==> src/rtl/switch_scan_ctrl_pkg.sv <==
// rtl/switch_scan_ctrl_pkg.sv - register offsets, FSM states and defaults for switch_scan_ctrl
package switch_scan_ctrl_pkg;

  localparam logic [1:0] SW_LO     = 2'd0;
  localparam logic [1:0] SW_HI     = 2'd1;
  localparam logic [1:0] SW_STATUS = 2'd2;
  localparam logic [1:0] SW_CTRL   = 2'd3;

  typedef enum logic [1:0] {
    ST_IDLE   = 2'd0,
    ST_COUNT  = 2'd1,
    ST_COMMIT = 2'd2
  } state_t;

  localparam logic [19:0] DEF_DEBOUNCE_CYCLES = 20'd500000;

endpackage

==> src/rtl/switch_sync.sv <==
// rtl/switch_sync.sv - two-flop synchroniser, resets to all-ones (raw idle level of the pins)
module switch_sync #(
  parameter int W = 1
) (
  input  logic         clk,
  input  logic         reset_n,
  input  logic [W-1:0] d,
  output logic [W-1:0] q
);

  logic [W-1:0] s1;

  always_ff @(posedge clk) begin
    if (!reset_n) begin
      s1 <= '1;
      q  <= '1;
    end else begin
      s1 <= d;
      q  <= s1;
    end
  end

endmodule

==> src/rtl/switch_scan_ctrl.sv <==
// rtl/switch_scan_ctrl.sv - DIP switch debounce, change-detect and register interface
// Optional macro SWITCH_IRQ_EN adds the irq_en control bit and the irq output.
module switch_scan_ctrl
  import switch_scan_ctrl_pkg::*;
#(
  parameter logic [19:0] DEBOUNCE_CYCLES = DEF_DEBOUNCE_CYCLES,
  parameter int          CNT_W           = 20
) (
  input  logic        clk,
  input  logic        reset_n,
  input  logic [63:0] dip_raw,
  input  logic [1:0]  addr,
  input  logic        we,
  input  logic [31:0] wdata,
  output logic [31:0] rdata,
  output logic        irq
);

  localparam logic [CNT_W-1:0] CNT_LAST = CNT_W'(DEBOUNCE_CYCLES - 20'd1);

  state_t             state;
  logic [63:0]        sync_raw;
  logic [63:0]        sync_q;
  logic [63:0]        cand;
  logic [63:0]        stable;
  logic [CNT_W-1:0]   cnt;
  logic [1:0]         chg;
  logic [1:0]         chg_set;
  logic [1:0]         chg_clr;
  logic               freeze;
  logic               irq_en_bit;
  logic               busy;
  logic               unused_wdata;

  switch_sync #(.W(64)) u_sync (
    .clk     (clk),
    .reset_n (reset_n),
    .d       (dip_raw),
    .q       (sync_raw)
  );

  assign sync_q       = ~sync_raw;
  assign busy         = (state != ST_IDLE);
  assign unused_wdata = ^wdata;

  assign chg_set = (state == ST_COMMIT) ?
                   {cand[63:32] != stable[63:32], cand[31:0] != stable[31:0]} : 2'b00;
  assign chg_clr = (we && addr == SW_STATUS) ? wdata[1:0] : 2'b00;

  always_ff @(posedge clk) begin
    if (!reset_n) begin
      state  <= ST_IDLE;
      cand   <= '0;
      stable <= '0;
      cnt    <= '0;
      chg    <= '0;
      freeze <= 1'b0;
    end else begin
      case (state)
        ST_IDLE: begin
          if (sync_q != stable && !freeze) begin
            cand  <= sync_q;
            cnt   <= '0;
            state <= ST_COUNT;
          end
        end
        ST_COUNT: begin
          // Any movement restarts the settle window; cnt stops at CNT_LAST.
          if (sync_q != cand) begin
            cand <= sync_q;
            cnt  <= '0;
          end else if (cnt == CNT_LAST) begin
            state <= ST_COMMIT;
          end else begin
            cnt <= cnt + 1'b1;
          end
        end
        ST_COMMIT: begin
          stable <= cand;
          state  <= ST_IDLE;
        end
        default: state <= ST_IDLE;
      endcase
      // Set applied after clear so a commit beats a same-cycle W1C.
      chg <= (chg & ~chg_clr) | chg_set;
      if (we && addr == SW_CTRL) freeze <= wdata[1];
    end
  end

`ifdef SWITCH_IRQ_EN
  logic irq_en;

  always_ff @(posedge clk) begin
    if (!reset_n) begin
      irq_en <= 1'b0;
      irq    <= 1'b0;
    end else begin
      if (we && addr == SW_CTRL) irq_en <= wdata[0];
      irq <= irq_en & (|chg);
    end
  end

  assign irq_en_bit = irq_en;
`else
  assign irq_en_bit = 1'b0;
  assign irq        = 1'b0;
`endif

  always_comb begin
    rdata = '0;
    case (addr)
      SW_LO:     rdata = stable[31:0];
      SW_HI:     rdata = stable[63:32];
      SW_STATUS: rdata = {29'b0, busy, chg};
      SW_CTRL:   rdata = {30'b0, freeze, irq_en_bit};
      default:   rdata = '0;
    endcase
  end

endmodule

==> config.mk <==
export PLATFORM = sky130hd
export DESIGN_NAME = switch_scan_ctrl
export DESIGN_NICKNAME = d
export VERILOG_FILES = /design/src/rtl/switch_scan_ctrl_pkg.sv /design/src/rtl/switch_sync.sv /design/src/rtl/switch_scan_ctrl.sv
export SDC_FILE = /design/constraint.sdc
export NUM_CORES = 1
export LEC_CHECK = 0
export BUFFER_PORTS_ARGS = -buffer_cell sky130_fd_sc_hd__buf_2
export CORE_ASPECT_RATIO = 1.75
export CORE_UTILIZATION = 45
export CTS_BUF_LIST = sky130_fd_sc_hd__clkbuf_8
export CTS_CLUSTER_SIZE = 12
export DETAILED_ROUTE_END_ITERATION = 7
export PLACE_DENSITY = 0.75
export SYNTH_ARGS = -nofsm -noshare
export SYNTH_HDL_FRONTEND = slang
export SYNTH_SLANG_ARGS = --single-unit
==> constraint.sdc <==
create_clock -name clk -period 2.6 [get_ports clk]
set_input_delay 0.39 -clock clk [delete_from_list [all_inputs] [get_ports clk]]
set_output_delay 0.39 -clock clk [all_outputs]
set_load 0.02 [all_outputs]
After elaboration in Yosys (flattened, before gate mapping)
Index checks and enable logic that the tools add are counted.
{ "totals": {"ff_bits": 281, "input_bits": 101, "output_inout_bits": 33, "wordCells": 53} }
{ "op_classes": {"addsub": 1, "n_eq_ne": 15, "muxes": 14, "bitwise_logic": 4, "n_reduce_logical": 11} }
{ "ops": {"columns": ["op", "n"], "rows": [
  ["two-way mux 64 bit", 2],
  ["!= test 64 bit", 2],
  ["case mux 32 bit (4 select lines)", 1],
  ["case mux 64 bit (2 select lines)", 1],
  ["!= test 32 bit", 2],
  ["NOT 64 bit", 1],
  ["two-way mux 20 bit", 3],
  ["case mux 20 bit (2 select lines)", 1],
  ["adder 20 x 1 -> 20 bit, second input constant", 1],
  ["equality test 20 x 19 -> 1 bit, second input constant", 1],
  ["two-way mux 2 bit", 5],
  ["AND reduction 3 bit", 3],
  ["!= test 2 bit, second input constant", 4],
  ["equality test 2 bit, second input constant", 3],
  ["equality test 2 x 1 -> 1 bit, second input constant", 2],
  ["logical NOT 2 bit", 2],
  ["case mux 2 bit (2 select lines)", 1],
  ["nonzero test 2 bit", 2],
  ["logical AND 1 bit", 3],
  ["!= test 3 bit, second input constant", 1],
  ["AND 2 bit", 1],
  ["NOT 2 bit", 1],
  ["OR 2 bit", 1],
  ["logical NOT 1 bit", 1]
]} }

Longest topological paths before layout
Gate-level depths: netlist of run 1.
{ "depth": {"ltp_word": 6, "ltp_mapped": 10, "mapped_depth_nobuf": 8} }

Hierarchy
A second synthesis of run 1 with hierarchy kept.
{ "hier_totals": {"cells_unflattened": 1283, "hier_area_um2": 11999.0} }
{ "modules_own_cells": {"columns": ["mod", "n_inst", "cells_per_inst", "area_per_inst_um2", "seq_area_each_um2"], "rows": [
  ["switch_scan_ctrl", 1, 1013, 8557.0, 3062.9],
  ["switch_sync", 1, 270, 3442.1, 2562.5]
]} }

Worst setup path before layout of run 1
No wires, ideal clock.
{ "synth_timing": {"path_type": "reg-to-reg", "start": "reg stable[6]", "end": "reg cand[0]", "setup_time_ps": 122, "t_arrival_ps": 2009, "t_required_ps": 2478, "path_slack_ps": 469, "stages_incl_launch_ff": 10, "path_buffers": 3, "period_less_slack_ps": 2131, "path_cell_list": "dfxtp_1 > xor2_1 > nand4_1 > a2111oi_0 > nand4_1 > o21a_1 > buf_2 > buf_2 > buf_2 > o311a_1"} }
{ "synth_via": {"elab_chain_len": 4} }
{ "synth_rtl": {"columns": ["element", "line", "text"], "rows": [
  ["from (decl)", "switch_scan_ctrl.sv:25", "logic [63:0] stable;"],
  ["from (signal assigned)", "switch_scan_ctrl.sv:79", "stable <= cand;"],
  ["!= test 64 bit", "switch_scan_ctrl.sv:61", "if (sync_q != stable && !freeze) begin"],
  ["logical AND 1 bit", "switch_scan_ctrl.sv:61", null],
  ["!= test 2 bit (no line)", null, null],
  ["AND reduction 3 bit (no line)", null, null],
  ["to (signal assigned)", "switch_scan_ctrl.sv:62", "cand <= sync_q;"],
  ["to (signal assigned)", "switch_scan_ctrl.sv:70", "cand <= sync_q;"],
  ["to (decl)", "switch_scan_ctrl.sv:24", "logic [63:0] cand;"]
]} }
No other way between the ends.
A chain may end at the register's enable or synchronous reset.

Final worst setup path of run 1
{ "layout_timing": {"start": "reg u_sync.q[18]", "end": "reg cnt[6]"} }
{ "layout_via": {"elab_chain_len": 5, "elab_cells_between_ends": 9, "classes_between": "eq/ne: 4; mux: 2; bitwise: 1; reduce/logical: 2"} }
{ "layout_rtl": {"columns": ["element", "line", "text"], "rows": [
  ["from (decl)", "switch_sync.sv:8", "output logic [W-1:0] q"],
  ["from (signal assigned)", "switch_sync.sv:16", "q <= '1;"],
  ["from (signal assigned)", "switch_sync.sv:19", "q <= s1;"],
  ["NOT 64 bit *", "switch_scan_ctrl.sv:42", "assign sync_q = ~sync_raw;"],
  ["!= test 64 bit", "switch_scan_ctrl.sv:61", null],
  ["logical AND 1 bit", "switch_scan_ctrl.sv:61", null],
  ["!= test 2 bit (no line)", null, null],
  ["AND reduction 3 bit (no line)", null, null],
  ["to (signal assigned)", "switch_scan_ctrl.sv:75", "cnt <= cnt + 1'b1;"],
  ["to (decl)", "switch_scan_ctrl.sv:26", "logic [CNT_W-1:0] cnt;"]
]} }
Mark *: on every way between the ends. The rest lies on a longest branch, timed or not.

==> results of run 1 <==
-- per-stage QoR --
step | hold WS (ns) | TNS, ns
6_report | 0.0145 | 0
5_1_grt | 0.0117 | 0
4_1_cts | 0.00433 | 0
3_5_place_dp | 0.393 | -0.792
3_3_place_gp | 0.392 | 0
2_1_floorplan | 0.386 | 0
-- final timing paths --
| kind | start | to | cells past startpoint |
|---|---|---|---|
| hold / removal | dip_raw[26] | u_sync.s1[26] | 2 |
| hold reg to reg | u_sync.s1[28] | u_sync.q[28] | 1 |
| setup / recovery | u_sync.q[18] | cnt[6] | 8 |
| setup reg to reg | u_sync.q[18] | cnt[6] | 8 |
-- layer usage --
layer  up-vias  wire length (µm)  GRT usage (%)
met5         -                 0              0
met4         0              3880           26.9
met3       143              1900           5.10
met2       374             17600           45.5
met1      4857             13600           28.6
li1       4952                 -              -
-- kinds of logic (layout without fill, tap and decap cells) --
kind of cell,count (synthesis),in the layout,share of synthesized area (%)
AND/OR/NAND/NOR,415,415,17.6
flip-flops,281,281,47.0
AO/OA/AOI/OAI,256,256,14.8
XOR/XNOR,190,190,13.9
buffers and inverters,110,400,3.80
multiplexers,32,32,2.78
adder cells (fa/ha/maj),1,1,0.104
other,1,1,0.0313
-- final cells by class --
class / count / area share (%)
inverter: 19 / 0.464
clock buffer: 51 / 4.57
multi-input combinational: 895 / 39.2
tap: 320 / 2.61
sequential: 281 / 36.7
timing repair buffer: 306 / 15.4
clock inverter: 24 / 1.12
-- critical path: cells and delay by family (launching register included) --
| family | cells | cell delay (ns) |
|---|---|---|
| xor gates and xnor gates | 1 | 0.23 |
| DFF | 1 | 0.42 |
| buffers and inverters | 1 | 0.16 |
| AOI/OAI and AO/OA | 2 | 0.57 |
| and+or+nand+nor | 4 | 1.07 |
-- cells in the final DEF, fill, tap and decap left out, types with 4 or more instances in the layout --
cell	netlist	layout
o21ai_0	70	66
o21ai_1	2	4
dlygate4sd3_1	0	60
mux2i_1	31	31
a221oi_2	1	5
nor4_1	25	23
inv_1	18	25
clkbuf_8	0	51
clkinv_2	0	12
buf_4	2	129
buf_12	0	13
xor2_1	185	182
dfxtp_2	0	4
nand3_1	9	9
xnor2_1	5	5
nand2_1	149	149
a21oi_1	79	79
o311a_1	63	63
a211o_1	5	5
dfxtp_1	281	277
a211o_2	9	9
a221oi_1	11	7
buf_2	7	101
nor2_1	42	42
nand4_1	41	41
nand2b_1	131	130
-- sequential cells by signal, indices dropped and copies added, names as in the netlist --
| signal | count |
|---|---|
| cnt | 20 |
| freeze | 1 |
| state | 2 |
| chg | 2 |
| u_sync.s1 | 64 |
| cand | 64 |
| u_sync.q | 64 |
| stable | 64 |
-- what timing repair did --
action                                 in CTS  in global routing
setup endpoints to repair                  69                 62
cloned                                      0                  0
hold buffers                               60                  0
endpoints found under the hold margin      60                  0
buffers inserted                            0                  1
gates resized for setup                     3                 24
pin swaps                                   1                  4
-- report_power, final --
| group | leakage [µW] | internal, µW | total (µW) | switching, µW |
|---|---|---|---|---|
| Combinational | 0.00386 | 569 | 1210 | 645 |
| Clock | 0.000488 | 2000 | 3760 | 1760 |
| Sequential | 0.00231 | 4480 | 4630 | 145 |
| Total | 0.00665 | 7050 | 9600 | 2550 |
==> summary.md, run 1 <==
| Metric | Value |
|---|---|
| Run status | complete, but fails checks |
| Failing checks | DRC |
| Most numerous cell in the Yosys netlist | dfxtp_1 |
| Required time of the critical path | 3.09 ns |
| Ys async rst share | 0% |
| Final Hold Viols | 0 |
| Fmax | 393 MHz |
| Final Skew | 0.0242 ns |
| Starting Density | 46.0% |
| Post-synthesis net count | 1388 |
| Setup WS post-layout | 0.0535 ns |
| Flip-flop and latch area | 5630 µm² |
| Peak supply drop | 0.335 mV |
| Antenna cells | 0 |
| Die area | 27300 µm² |
| Global Route Usage Sum | 27.3% |
| Via/cell ratio | 5.45 |
| Detailed router's first-iteration violation count | 627 |
| DPL Wire Length | 26400 µm |
| Period Utilization, post-route | 97.9% |
| Critical Path Slowest Stage Cell | dfxtp_1 |
| First-pass GRT wire length | 56200 µm |
| Placed Cells | 1760 |
| Core ar. | 26100 µm² |
| Setup violators final | 0 |
| Vias in the first global route | 10206 |
| Avg Inst Size Synth | 9.31 µm² |
| Pin count of the biggest net entering global routing | 107 |
| Netlist cell types | 50 |
| DRC viols | 6 |
| Synth area leaders | dfxtp_1 (47%), xor2_1 (14%), nand2b_1 (6.8%), o311a_1 (5.3%), nand2_1 (4.7%) |
| Arr. time, crit path | 3.03 ns |
| Placed Area | 13800 µm² |
| Reg clk slew, reported paths | 0.06 ns |
| Flop-to-flop setup slack | 0.05 ns |
| Nets | 1646 |
| Die Ht | 218 µm |
| Grt ovf | 0 |
| Number of port buffers | 102 |
| Final worst path period need | 2.55 ns |
| Type of element capturing the critical path | flop |
| Remaining antenna violation count | 0 |
| CP Launch Type | flop |
| Post-synth EDFFs | 0 |
| Clock Latency Late Sink | 0.59 ns |
| Max incr delay on CP | 0.42 ns |
| Seq/Total Area, Yosys | 47.0% |
| Drt first pass iters | 8 |
| Worst-path maximum fanout | 18 |
| Largest area contributor in the netlist | dfxtp_1 |
| Warnings, synthesis | 0 |
| Max cap viols | 0 |
| H-tree depth | 2 |
| RSZ-0062 raised after global routing | no |
| Final core occ | 58.9% |
| Relative slew slack | 57.7% |
| GP Congestion | 0.976 |
| Worst path cell trace | xor2_2 > nand4_1 > nor4_2 > nand4_1 > or2_1 > buf_12 > a211o_2 > a221oi_1 |
| Post-Synthesis Cell Area | 12000 µm² |
| Total I/O pin count | 134 |
| Place WS | -0.0598 ns |
| Fin cells | 1896 |
| Share of the synthesized area in the top cell type | 47.0% |
| Post-synth top cells | dfxtp_1 (281), xor2_1 (185), nand2_1 (149) |
| Footprint of the multi-input gates | 6010 µm² |
| Total CTS buffers | 41 |
| Clk sinks | 281 |
| Vias | 10326 |
| Design area | 15400 µm² |
| Pwr dens | 625 nW/µm² |
| Share of cells above drive strength 1 | 22.7% |
| Die span in x | 125 µm |
| Routed len/inst | 19.5 µm |
| Fillers | 2224 |
| Site Rows | 78 |
| Leak | 0.00665 µW |
| Antenna violations before repair | 0 |
| Max-slew violation count | 0 |
| Worst-Margin Slew | 0.634 ns |
| Hold Path Class | in2reg |
| Power, Total | 9600 µW |
| Critical path type | reg2reg |
| CTS tree | yes |
| Final WL | 37100 µm |
| Clk Tree Root Cell | clkbuf_8 |
| Crit path top cell by count | nand4_1 |
| Yosys reg bits | 281 |
| Layout area overhead | 28.2% |
| CTS Buffer Depth | 3 |
| Most used DFF post-synth | dfxtp_1 |
| Gate count of the mapped netlist | 1286 |
Note: power is estimated with default switching activity, not from simulation.
==> run 2, diff against run 1 <==
--- a/config.mk
+++ b/config.mk
@@ -5,13 +5,13 @@
 export SDC_FILE = /design/constraint.sdc
 export NUM_CORES = 1
 export LEC_CHECK = 0
-export BUFFER_PORTS_ARGS = -buffer_cell sky130_fd_sc_hd__buf_2
 export CORE_ASPECT_RATIO = 1.75
 export CORE_UTILIZATION = 45
 export CTS_BUF_LIST = sky130_fd_sc_hd__clkbuf_8
 export CTS_CLUSTER_SIZE = 12
 export DETAILED_ROUTE_END_ITERATION = 7
-export PLACE_DENSITY = 0.75
+export DONT_BUFFER_PORTS = 1
+export PLACE_DENSITY = 0.71
 export SYNTH_ARGS = -nofsm -noshare
 export SYNTH_HDL_FRONTEND = slang
 export SYNTH_SLANG_ARGS = --single-unit
==> run 2 against run 1 <==
- the run still ends with DRC left
- via count is 0.22% lower
- global-route usage is 0.39 points higher
- cell count down 2.2%
- fmax grew 0.50%
- critical path depth did not move
- sequential power is essentially flat
- count of clock-buffer cells in the layout is 9 higher
- combinational power barely moved
- wire length rose by 1.8%
- worst setup slack improved by 0.013 ns
- die area did not move
==> summary.md, run 2 (same netlist as run 1, synthesis figures left out) <==
| Metric | Value |
|---|---|
| Final WL | 37700 µm (+1.8%) |
| Hold Path Class | in2reg |
| Peak supply drop | 0.384 mV (+14%) |
| Share of cells above drive strength 1 | 16.4% (-6.2 points) |
| Die area | 27300 µm² (unchanged) |
| Failing checks | DRC |
| Grt met2 use | 49.0% (+3.5 points) |
| Routing usage on met1 | 28.6% (about the same) |
| H-tree depth | 2 (unchanged) |
| Total CTS buffers | 43 (+4.9%) |
| Max cap viols | 0 (unchanged) |
| Number of port buffers | 0 (-100%) |
| DPL Wire Length | 25400 µm (-4.0%) |
| Via/cell ratio | 5.56 (+2.0%) |
| Design area | 15600 µm² (+1.3%) |
| Setup WS post-layout | 0.0662 ns (+0.0127 ns) |
| Vias in the first global route | 10136 (-0.69%) |
| Setup Fix Bufs, Post-CTS | 0 (unchanged) |
| Grt ovf | 0 (unchanged) |
| Remaining antenna violation count | 0 (unchanged) |
| Nets | 1603 (-2.6%) |
| Reg clk slew, reported paths | 0.07 ns (about the same) |
| Drt first pass iters | 8 (unchanged) |
| Required time of the critical path | 3.08 ns (about the same) |
| GP Congestion | 0.958 (-1.8%) |
| Commonest non-fill, non-tap cell in the layout | dfxtp_1 |
| Die span in x | 125 µm (unchanged) |
| Leak | 0.00637 µW (-4.3%) |
| Antenna cells | 0 (unchanged) |
| First-pass GRT wire length | 57100 µm (+1.6%) |
| Starting Density | 46.0% (unchanged) |
| Fillers | 2204 (-0.90%) |
| Pwr dens | 637 nW/µm² (+2.0%) |
| Critical path type | reg2reg |
| Fmax | 395 MHz (+0.50%) |
| Final Skew | 0.0321 ns (+0.00786 ns) |
| Site Rows | 78 (unchanged) |
| Layout area overhead | 29.9% |
| Max-slew violation count | 0 (unchanged) |
| Antenna violations before repair | 0 (unchanged) |
| Arr. time, crit path | 3.02 ns (about the same) |
| Grt peak-use layer | met2 |
| Commonest cells after routing, fill and taps aside | dfxtp_1 (277), xor2_1 (173), nand2_1 (149) |
| Die Ht | 218 µm (unchanged) |
| Relative slew slack | 54.5% (-3.2 points) |
| Period Utilization, post-route | 97.5% (-0.49 points) |
| Detailed router's first-iteration violation count | 757 (+21%) |
| Power, Total | 9920 µW (+3.3%) |
| Type of element capturing the critical path | flop |
| Worst-path maximum fanout | 18 (unchanged) |
| Met3 Track Usage GR | 5.57% (+0.47 points) |
| Setup tns final | 0 ns (unchanged) |
| Final Hold Viols | 0 (unchanged) |
| DRC viols | 9 (+3) |
| Global Route Usage Sum | 27.7% (+0.39 points) |
| Run status | complete, but fails checks |
| Worst-Margin Slew | 0.676 ns (+0.0424 ns) |
| CTS Buffer Depth | 3 (unchanged) |
| Setup violators final | 0 (unchanged) |
| Final worst path period need | 2.53 ns (-0.0127 ns) |
| Total I/O pin count | 134 (unchanged) |
| Vias | 10303 (-0.22%) |
| Routed len/inst | 20.4 µm (+4.1%) |
| Clk Tree Root Cell | clkbuf_8 |
| Clk sinks | 281 (unchanged) |
| Pin count of the biggest net entering global routing | 127 (+19%) |
| Clock Latency Late Sink | 0.58 ns (about the same) |
| Place WS | -0.00873 ns (+0.0511 ns) |
| Placed Area | 13100 µm² (-4.6%) |
| CP Launch Type | flop |
| CTS tree | yes |
| Core ar. | 26100 µm² (unchanged) |
[run 2: cell count changes in the layout (fill, tap and decap cells not counted), moves of 3 or more]
cell	previous run	this run
buf_12	13	8
buf_2	101	0
buf_4	129	125
clkbuf_8	51	60
clkinv_2	12	4
dlygate4sd3_1	60	126
inv_1	25	28
xor2_1	182	173
xor2_2	3	11
[run 2: path summary, 6_finish.rpt]
kind	from	to	slack [ns]	depth (start not counted)
setup / recovery	cand[61]	cnt[6]	0.07	8
hold / removal	wdata[0]	chg[0]	0.05	3
setup reg to reg	cand[61]	cnt[6]	0.07	8
hold reg to reg	u_sync.s1[46]	u_sync.q[46]	0.40	1
[run 2: repair_timing]
item                                    CTS  global route
endpoints found under the setup margin    5            85
hold endpoints to repair                194             0
hold buffers                            127             0
pin swaps                                 0             7
gates resized for setup                   2            31
[run 2: cell type report]
cell class	count	area (µm²)	share of cell area [%]
Clock inverter	18	156	1.01
Tap cell	320	400	2.57
Inverter	19	71.3	0.458
Multi-Input combinational cell	895	6080	39.1
Timing Repair Buffer	261	2400	15.4
Sequential cell	281	5630	36.2
Clock buffer	60	826	5.31
[run 2: layer usage]
layer  vias up  part of all wire [%]
met5         -                     0
met4         0                   7.6
met3       131                   5.8
met2       353                    50
met1      4960                    36
li1       4859                     -
[run 2: where the power goes]
group / switching [µW] / internal, µW
clock: 1750 / 2350
sequential: 146 / 4480
combinational: 609 / 582
[run 2: per-stage QoR]
| step | utilization (%) | std cells | hold WS [ns] |
|---|---|---|---|
| 4_1_cts | 59.1 | 1854 | 0.0301 |
| 2_1_floorplan | - | 1286 | 0.386 |
| 5_1_grt | 59.7 | 1854 | 0.0497 |
| 3_5_place_dp | 50.4 | 1649 | 0.393 |
| 3_3_place_gp | 50.4 | 1649 | 0.391 |
| 6_report | 59.7 | 1854 | 0.0458 |
[run 2: critical path, stage by stage (launching register included)]
cell,delay [ns]
dfxtp_1,0.40
xor2_1,0.31
nand4_1,0.20
nor4_2,0.26
nand4_1,0.23
or2_1,0.30
buf_12,0.16
a211o_2,0.30
a221oi_1,0.27
